<file path="src/rtl/puente_pkg.sv">
// -----------------------------------------------------------------------------
// puente_pkg
// Shared definitions for the data-side memory/IO bridge:
//   - region_t        : address region selected by direc[31:12]
//   - *_BASE          : 4 KiB page numbers of each region
//   - IO_*            : I/O register offsets selected by direc[3:2]
//   - STATUS_*        : field positions inside the STATUS register
//   - decode_region() : maps the page number to a region
// -----------------------------------------------------------------------------
package puente_pkg;

  typedef enum logic [1:0] {
    REG_RAM   = 2'd0,
    REG_VIDEO = 2'd1,
    REG_IO    = 2'd2,
    REG_NONE  = 2'd3
  } region_t;

  localparam logic [19:0] RAM_BASE = 20'h00000;
  localparam logic [19:0] VID_BASE = 20'h00001;
  localparam logic [19:0] IO_BASE  = 20'h00002;

  localparam logic [1:0] IO_BTN    = 2'd0;
  localparam logic [1:0] IO_TIMER  = 2'd1;
  localparam logic [1:0] IO_STATUS = 2'd2;
  localparam logic [1:0] IO_LED    = 2'd3;

  // STATUS = {overflow at bit 8, fifo count at [7:0]}
  localparam int STATUS_OVF_BIT = 8;
  localparam int STATUS_CNT_W   = 8;

  function automatic region_t decode_region(input logic [19:0] page);
    region_t r;
    r = REG_NONE;
    if (page == RAM_BASE)      r = REG_RAM;
    else if (page == VID_BASE) r = REG_VIDEO;
    else if (page == IO_BASE)  r = REG_IO;
    return r;
  endfunction

endpackage

</file>
<file path="src/rtl/puente_memoria_io_fifo.sv">
// -----------------------------------------------------------------------------
// fifo_escritura
// Synchronous first-word fall-through FIFO used to post video writes.
//   clk, rst   : clock, synchronous active-high reset (empties the FIFO)
//   push       : request to enqueue push_data
//   pop        : dequeue the head (ignored when empty)
//   head_data  : current head, read straight from storage
//   empty/full : occupancy flags
//   count      : entries held, 0..DEPTH
//   drop       : push refused this cycle (full and no pop)
// A push into a full FIFO is accepted only if the head leaves in the same
// cycle; the freed slot is exactly the one the write pointer addresses.
// -----------------------------------------------------------------------------
module fifo_escritura #(
  parameter int DEPTH = 4,
  parameter int W     = 44
) (
  input  logic                       clk,
  input  logic                       rst,
  input  logic                       push,
  input  logic [W-1:0]               push_data,
  input  logic                       pop,
  output logic [W-1:0]               head_data,
  output logic                       empty,
  output logic                       full,
  output logic [$clog2(DEPTH):0]     count,
  output logic                       drop
);

  localparam int AW = $clog2(DEPTH);
  localparam int CW = AW + 1;

  logic [W-1:0]  mem_reg [DEPTH];
  logic [AW-1:0] wr_ptr_reg;
  logic [AW-1:0] rd_ptr_reg;
  logic [CW-1:0] count_reg;

  logic do_push;
  logic do_pop;

  assign empty     = (count_reg == '0);
  assign full      = (count_reg == CW'(DEPTH));
  assign do_pop    = pop & ~empty;
  assign do_push   = push & (~full | do_pop);
  assign drop      = push & full & ~do_pop;
  assign head_data = mem_reg[rd_ptr_reg];
  assign count     = count_reg;

  // Storage has no reset; stale contents are never visible while empty.
  always_ff @(posedge clk) begin
    if (!rst && do_push) begin
      mem_reg[wr_ptr_reg] <= push_data;
    end
  end

  // Pointers are AW bits wide, so they wrap modulo DEPTH on their own.
  always_ff @(posedge clk) begin
    if (rst) begin
      wr_ptr_reg <= '0;
      rd_ptr_reg <= '0;
      count_reg  <= '0;
    end else begin
      if (do_push) wr_ptr_reg <= wr_ptr_reg + 1'b1;
      if (do_pop)  rd_ptr_reg <= rd_ptr_reg + 1'b1;
      case ({do_push, do_pop})
        2'b10:   count_reg <= count_reg + 1'b1;
        2'b01:   count_reg <= count_reg - 1'b1;
        default: count_reg <= count_reg;
      endcase
    end
  end

endmodule

</file>
<file path="src/rtl/puente_memoria_io.sv">
// -----------------------------------------------------------------------------
// puente_memoria_io
// Data-side bridge between a single-cycle core and its memories/peripherals.
// The core never stalls: reads are answered combinationally from registered
// state and video stores are posted into a small FIFO.
//   clk, rst          : clock, synchronous active-high reset
//   memWr/direc/datoOut/datoIn : core data port (word accesses)
//   ramWr/ramDirec/ramDatoW/ramDatoR : data RAM port (region 0x00000xxx)
//   vidValid/vidReady/vidDirec/vidDato : video write stream (region 0x00001xxx)
//   btn               : raw asynchronous buttons (2-flop synchronized)
//   led               : LED register (IO region offset 0xC)
// IO region 0x00002xxx: 0x0 BTN, 0x4 TIMER, 0x8 STATUS, 0xC LED.
// -----------------------------------------------------------------------------
module puente_memoria_io
  import puente_pkg::*;
#(
  parameter int FIFO_DEPTH = 4,
  parameter int VID_AW     = 12,
  parameter int PRESCALE   = 50000,
  parameter int N_BTN      = 4
) (
  input  logic              clk,
  input  logic              rst,
  input  logic              memWr,
  input  logic [31:0]       direc,
  input  logic [31:0]       datoOut,
  output logic [31:0]       datoIn,
  output logic              ramWr,
  output logic [9:0]        ramDirec,
  output logic [31:0]       ramDatoW,
  input  logic [31:0]       ramDatoR,
  output logic              vidValid,
  input  logic              vidReady,
  output logic [VID_AW-1:0] vidDirec,
  output logic [31:0]       vidDato,
  input  logic [N_BTN-1:0]  btn,
  output logic [7:0]        led
);

  localparam int PW = (PRESCALE > 1) ? $clog2(PRESCALE) : 1;
  localparam logic [PW-1:0] PRESC_LAST = PW'(PRESCALE - 1);
  localparam int CW = $clog2(FIFO_DEPTH) + 1;

  // ---------------------------------------------------------------- decode
  region_t    region;
  logic [1:0] io_sel;
  logic       wr_io;

  assign region = decode_region(direc[31:12]);
  assign io_sel = direc[3:2];
  assign wr_io  = memWr & (region == REG_IO);

  // Byte lane bits carry no information for word-only accesses.
  logic unused_direc;
  assign unused_direc = ^direc[1:0];

  // ------------------------------------------------------------- data RAM
  assign ramWr    = memWr & (region == REG_RAM);
  assign ramDirec = direc[11:2];
  assign ramDatoW = datoOut;

  // ----------------------------------------------------------- video FIFO
  logic          fifo_empty;
  logic          unused_fifo_full;
  logic [CW-1:0] fifo_count;
  logic          fifo_drop;

  fifo_escritura #(
    .DEPTH (FIFO_DEPTH),
    .W     (VID_AW + 32)
  ) u_fifo (
    .clk       (clk),
    .rst       (rst),
    .push      (memWr & (region == REG_VIDEO)),
    .push_data ({direc[VID_AW+1:2], datoOut}),
    .pop       (vidValid & vidReady),
    .head_data ({vidDirec, vidDato}),
    .empty     (fifo_empty),
    .full      (unused_fifo_full),
    .count     (fifo_count),
    .drop      (fifo_drop)
  );

  assign vidValid = ~fifo_empty;

  // ------------------------------------------------------ button synchronizer
  logic [N_BTN-1:0] btn_sync;

  genvar gi;
  generate
    for (gi = 0; gi < N_BTN; gi++) begin : g_sync
      logic meta_reg;
      logic sync_reg;
      always_ff @(posedge clk) begin
        if (rst) begin
          meta_reg <= 1'b0;
          sync_reg <= 1'b0;
        end else begin
          meta_reg <= btn[gi];
          sync_reg <= meta_reg;
        end
      end
      assign btn_sync[gi] = sync_reg;
    end
  endgenerate

  // ---------------------------------------------------------------- timer
  logic [PW-1:0] presc_reg;
  logic [31:0]   tick_reg;

  // A software clear outranks the tick that would land in the same cycle.
  always_ff @(posedge clk) begin
    if (rst) begin
      presc_reg <= '0;
      tick_reg  <= '0;
    end else if (wr_io && io_sel == IO_TIMER) begin
      presc_reg <= '0;
      tick_reg  <= '0;
    end else if (presc_reg == PRESC_LAST) begin
      presc_reg <= '0;
      tick_reg  <= tick_reg + 32'd1;
    end else begin
      presc_reg <= presc_reg + 1'b1;
    end
  end

  // ------------------------------------------------- overflow flag and LEDs
  logic       ovf_reg;
  logic [7:0] led_reg;

  // A drop in the same cycle as a clear keeps the flag set so no loss is hidden.
  always_ff @(posedge clk) begin
    if (rst) begin
      ovf_reg <= 1'b0;
    end else if (fifo_drop) begin
      ovf_reg <= 1'b1;
    end else if (wr_io && io_sel == IO_STATUS && datoOut[STATUS_OVF_BIT]) begin
      ovf_reg <= 1'b0;
    end
  end

  always_ff @(posedge clk) begin
    if (rst) begin
      led_reg <= 8'h00;
    end else if (wr_io && io_sel == IO_LED) begin
      led_reg <= datoOut[7:0];
    end
  end

  assign led = led_reg;

  // ------------------------------------------------------------ read mux
  logic [31:0] status_word;

  always_comb begin
    status_word = '0;
    status_word[STATUS_OVF_BIT] = ovf_reg;
    status_word[STATUS_CNT_W-1:0] = STATUS_CNT_W'(fifo_count);
  end

  always_comb begin
    datoIn = 32'h0;
    case (region)
      REG_RAM: datoIn = ramDatoR;
      REG_IO: begin
        case (io_sel)
          IO_BTN:    datoIn = 32'(btn_sync);
          IO_TIMER:  datoIn = tick_reg;
          IO_STATUS: datoIn = status_word;
          default:   datoIn = {24'h0, led_reg};
        endcase
      end
      default: datoIn = 32'h0;
    endcase
  end

endmodule
</file>
<file path="config.mk">
export PLATFORM = sky130hd
export DESIGN_NAME = puente_memoria_io
export DESIGN_NICKNAME = d
export VERILOG_FILES = /design/src/rtl/puente_pkg.sv /design/src/rtl/puente_memoria_io_fifo.sv /design/src/rtl/puente_memoria_io.sv
export SDC_FILE = /design/constraint.sdc
export NUM_CORES = 1
export LEC_CHECK = 0
export CORE_UTILIZATION = 30
export DETAILED_ROUTE_END_ITERATION = 7
export PLACE_DENSITY = 0.54
export SETUP_SLACK_MARGIN = 0.3
export SLEW_MARGIN = 20
export SYNTH_ARGS = -nofsm -noshare
export SYNTH_HDL_FRONTEND = slang
export SYNTH_SLANG_ARGS = --single-unit
</file>
<file path="constraint.sdc">
create_clock -name clk -period 3.9 [get_ports clk]
set_input_delay 0.78 -clock clk [delete_from_list [all_inputs] [get_ports clk]]
set_output_delay 0.78 -clock clk [all_outputs]
set_load 0.01 [all_outputs]
</file>
Word-level counts from Yosys, hierarchy flattened
Memory sizes are Yosys's and may differ from the RTL's. A register that Yosys moved wholly into a read port is not among the register bits.
Cells that the tools add are included.

storage, ports and cells
  flip-flop bits (word level) = 72
  memory bits (writable) = 176
  output and inout port bits = 128
  logic and storage cells = 71
  memories kept = 1

memories
  name            words  width  rd ports  clocked after Yosys merged registers in  wr ports  RTL line                      text
  u_fifo.mem_reg  4      44     1         1                                        1         puente_memoria_io_fifo.sv:33  logic [W-1:0] mem_reg [DEPTH];

cells by class
  $add $sub $neg = 6
  equal/unequal tests = 11
  muxes and demuxes = 12
  bitwise logic cells = 12
  reduce and logical (&&, ||, !) cells = 14

operators by type and width
  kind                     count
  $pmux W32 S3             1
  $pmux W32 S2             1
  $add A32 B1 Y32 const B  1
  $eq A20 B1 Y1 const B    1
  $eq A20 B2 Y1 const B    1
  $logic_not A20 Y1        1
  $add A16 B1 Y16 const B  1
  $eq A16 B16 Y1 const B   1
  $and A1 B1 Y1            8
  $eq A2 B2 Y1 const B     4
  $mux W2                  4
  $eq A2 B1 Y1 const B     3
  $pmux W3 S2              1
  $logic_and A1 B1 Y1      5
  $mux W1                  5
  $add A2 B1 Y2 const B    2
  $logic_not A2 Y1         2
  $reduce_bool A2 Y1       2
  $add A3 B1 Y3 const B    1
  $eq A3 B3 Y1 const B     1
  $logic_not A3 Y1         1
  $not A1 Y1               3
  $reduce_or A3 Y1         1
  $sub A3 B1 Y3 const B    1
  other kinds (3)          3

Depth between registers and ports, before layout
  depth in word-level cells = 10
  mapped depth = 10
  gate-level depth less buffers = 9

Cells and area by module
From an unflattened synthesis, not the netlist that was laid out.

unflattened totals
  cells, all modules = 783
  area, all modules = 10796.6 um^2

modules (own cells, without submodules)
  module             times used  cells each  area an instance (um^2)
  fifo_escritura     1           297         6901.6
  puente_memoria_io  1           486         3895.0

Least setup slack after synthesis
Ideal clock, no wire load.

  path kind = input port to flip-flop
  start point = in direc[17]
  end point = mem u_fifo.mem_reg[0][0] (enable)
  arrival = 3068 ps
  data required time = 3494 ps
  slack = 426 ps
  stages = 5
  cell sequence = or4_1 nor3_1 nand4b_1 nor2_1 and2_1

on the way
  cells in the longest elaborated chain, start to end = 10
  elaborated cells between the ends (all ways) = 12
  those cells by class = eq/ne: 3; mux: 5; bitwise: 2; reduce/logical: 2

RTL lines
  element                            RTL line                      text
  start, declared                    puente_memoria_io.sv:25       input logic [31:0] direc,
  $eq A20 B2 Y1                      puente_pkg.sv:37              else if (page == IO_BASE) r = REG_IO;
  $mux W1                            puente_pkg.sv:37
  $mux W2                            puente_pkg.sv:36              else if (page == VID_BASE) r = REG_VIDEO;
  $mux W2 (*)                        puente_pkg.sv:35              if (page == RAM_BASE) r = REG_RAM;
  $eq A2 B1 Y1 (*)                   puente_memoria_io.sv:74       .push (memWr & (region == REG_VIDEO)),
  $and A1 B1 Y1 (*)                  puente_memoria_io.sv:74
  $and A1 B1 Y1 (*)                  puente_memoria_io_fifo.sv:44  assign do_push = push & (~full | do_pop);
  $logic_and A1 B1 Y1 (*)            puente_memoria_io_fifo.sv:51  if (!rst && do_push) begin
  $mux W1 (*)                        puente_memoria_io_fifo.sv:51
  $mux W1 (not written as such) (*)  puente_memoria_io_fifo.sv:52  mem_reg[wr_ptr_reg] <= push_data;
  end, declared                      puente_memoria_io_fifo.sv:33

Mark *: on every way between the ends. The rest lies on a longest branch, timed or not.

Worst setup path after layout
  start point = in direc[17]
  end point = out datoIn[3]

on the way
  cells in the longest elaborated chain, start to end = 6
  elaborated cells between the ends (all ways) = 9
  those cells by class = eq/ne: 3; mux: 4; reduce/logical: 2

RTL lines
  element                                           RTL line                  text
  $eq A20 B2 Y1                                     puente_pkg.sv:37
  $mux W1                                           puente_pkg.sv:37
  $mux W2                                           puente_pkg.sv:36
  $mux W2 (*)                                       puente_pkg.sv:35
  $eq A2 B2 Y1 or $logic_not A2 Y1 (tied branches)  puente_memoria_io.sv:163  case (region)
  $pmux W32 S2 (*)                                  puente_memoria_io.sv:163
  end, declared                                     puente_memoria_io.sv:27   output logic [31:0] datoIn,

Marked as above.

==> impl_metrics.json <==
{
  "status": "completed",
  "fin_util_pct": 41.0,
  "placed_area_um2": 13400,
  "path_class": "in -> out",
  "p_int_w": 0.00458,
  "cts_max_level": 1,
  "dp.cells": 1392,
  "synth_nets": 870,
  "crit_slowest_cell": "or4_4",
  "grt_pass1_wl_mm": 39.0,
  "first_pass_iters": 4,
  "portBuffers": 229,
  "drive_gt1_share_pct": 14.4,
  "ir_worst_vdd_v": 0.000234,
  "async_flop_share_pct": 0,
  "swShare_pct": 19.7,
  "grt_usage_pct": 13.9,
  "path_cells": "clkdlybuf4s50_1 > or4_4 > nor4_4 > nand2_1 > buf_12 > a211oi_1 > dlygate4sd2_1",
  "area_growth_pct": 33.7,
  "fillers": 3243,
  "final_net_count": 1078,
  "die-width_um": 191,
  "drc": 0,
  "finalClockSkew_ns": 0.00967,
  "clkSinkCount": 250,
  "dp_hpwl_mm": 17.6,
  "holdBufCountCts": 0,
  "finalSetupViolations": 0,
  "syn-cell-area_um2": 10700,
  "core-area_um2": 34800,
  "slew_violations": 0,
  "postRouteWirelength_mm": 25.5,
  "ys.warnings.count": 0,
  "grt_max_degree": 45,
  "post_drt_via_cell_ratio": 4.60,
  "switchingPower_w": 0.00112,
  "layout_commonest_cell": "clkdlybuf4s50_1",
  "yosysSeqAreaShare_pct": 63.4,
  "cts_setup_buffers": 0,
  "cts.clk_slew.worst_paths_ns": 0.06,
  "grt_setup_unrepaired": "yes",
  "cellPowerDensity_nw_per_um2": 399,
  "required_ns": 3.12,
  "fin_crit_ns": 3.50,
  "dieArea_um2": 36400,
  "synthTopCellsByArea": "edfxtp_1 (49%), dfxtp_1 (14%), mux4_2 (9.7%)",
  "slew_headroom_pct": 53.6,
  "startpoint_type": "input port",
  "cts_buffer_depth": 3,
  "seq_power_share_pct": 49.9,
  "ant_nets": 0,
  "grt.overflow.total": 0,
  "crit_arrival_ns": 2.72,
  "via_count": 6621,
  "syn_inst": 758,
  "place_congestion": 0.770,
  "ys_dominant_reg_cell": "edfxtp_1",
  "cts_buffers": 27,
  "ios": 232,
  "final_cell_area_um2": 14300,
  "p_leak_nw": 4.84,
  "total_power_w": 0.00570,
  "worstRegToRegCells": 6,
  "ys_ff_latch": 250,
  "hold_violations": 0,
  "synth_top_area_share_pct": 49.5,
  "synth_edf_count": 176,
  "post-route-period-util_pct": 89.7,
  "cp_slowest_stage_delay_ns": 0.56,
  "cp_num_buf_inv": 3,
  "avgSynthCellArea_um2": 14.1,
  "crit_family": "buffers and inverters",
  "ys_types": 49,
  "fin_cells": 1440,
  "end_kind": "primary output",
  "wl_per_cell_um": 17.7,
  "combPwrFrac_pct": 4.7,
  "pwr-share-clk_pct": 45.4,
  "die_h_um": 191,
  "layout_common_cells": "clkdlybuf4s50_1 (195), edfxtp_1 (176), nor2_1 (84), dfxtp_1 (72), mux4_2 (46)",
  "rows": 68,
  "max_freq_mhz": 286,
  "path_max_fanout": 33,
  "synth_top_cell_by_area": "edfxtp_1",
  "diodes": 0,
  "min_path_type": "reg -> reg",
  "antenna_found_initial": 0,
  "drv_cap": 0,
  "largest_reg_flops": 176,
  "whs_path_depth": 1,
  "initial_utilization_pct": 30.7,
  "tritoncts": "built",
  "tightest_slew_ns": 0.696,
  "root_buffer": "clkbuf_16",
  "initialDrtViolationCount": 328,
  "fin_tns_setup_ns": 0,
  "worst-path-stages": 7,
  "grt_pass1_vias": 6588,
  "clk_latency_ns": 0.52
}
## power groups by stage
stage / registers [W] / logic [W] / clock network, W
finish: 0.00285 / 0.000266 / 0.00259
global route: 0.00284 / 0.000289 / 0.00277
CTS: 0.00284 / 0.000271 / 0.00266
detailed placement: 0.00290 / 0.000270 / 0
global placement: 0.00290 / 0.000268 / 0
floorplan: 0.00290 / 0.0000986 / 0
## through the flow
| step | hold WS (ns) | worst slack (ns) |
|---|---|---|
| after floorplan | 0.414 | 0.426 |
| after global placement | 0.426 | 0.0750 |
| after detailed placement | 0.426 | -0.0403 |
| after CTS | 0.440 | 0.357 |
| after global routing | 0.462 | 0.295 |
| final | 0.436 | 0.401 |
## Yosys cell counts (all sizes together) (11+ instances only)
cell type	n
nand2	20
o21ai	12
clkbuf	23
buf	55
nor2	88
a21oi	42
mux4	47
edfxtp	176
dfxtp	74
mux2i	13
nand3	19
or3	11
xor2	20
nor2b	33
nand4	21
xnor2	20
## worst paths after layout
check	endpoint	slack (ns)	startpoint
setup / recovery	datoIn[3]	0.40	direc[17]
hold / removal	g_sync[3].sync_reg	0.44	g_sync[3].meta_reg
setup reg to reg	tick_reg[26]	1.36	presc_reg[0]
hold reg to reg	g_sync[3].sync_reg	0.44	g_sync[3].meta_reg
## cells by family after synthesis
family          synth area share [%]
mux                             11.5
compound gates                  2.93
xor+xnor                        3.28
fa+ha+maj                       1.01
buf+inv                         4.71
flops                           63.4
simple gates                    13.2
## area by class of cell
type	instances	area, µm²	area share, %
clock buffers	27	676	4.73
clock inverters	21	223	1.56
inverters	10	37.5	0.263
multi-input cells	420	3420	24.0
flip-flops and latches	250	6770	47.4
well taps	455	569	3.99
repair buffers	257	2580	18.1
## routing by layer
metal  global-route usage (%)  vias to the layer above  share of wire, %
li1                         -                     3192                 -
met1                     19.3                     3205                47
met2                     22.7                      199                46
met3                     2.41                       25               6.0
met4                     2.49                        0               1.2
met5                        0                        -                 0
## timing repair
action	CTS	global route
pin swaps	1	1
resized for setup	35	3
setup endpoints to repair	33	2
Note: power is estimated with default switching activity, not from simulation.
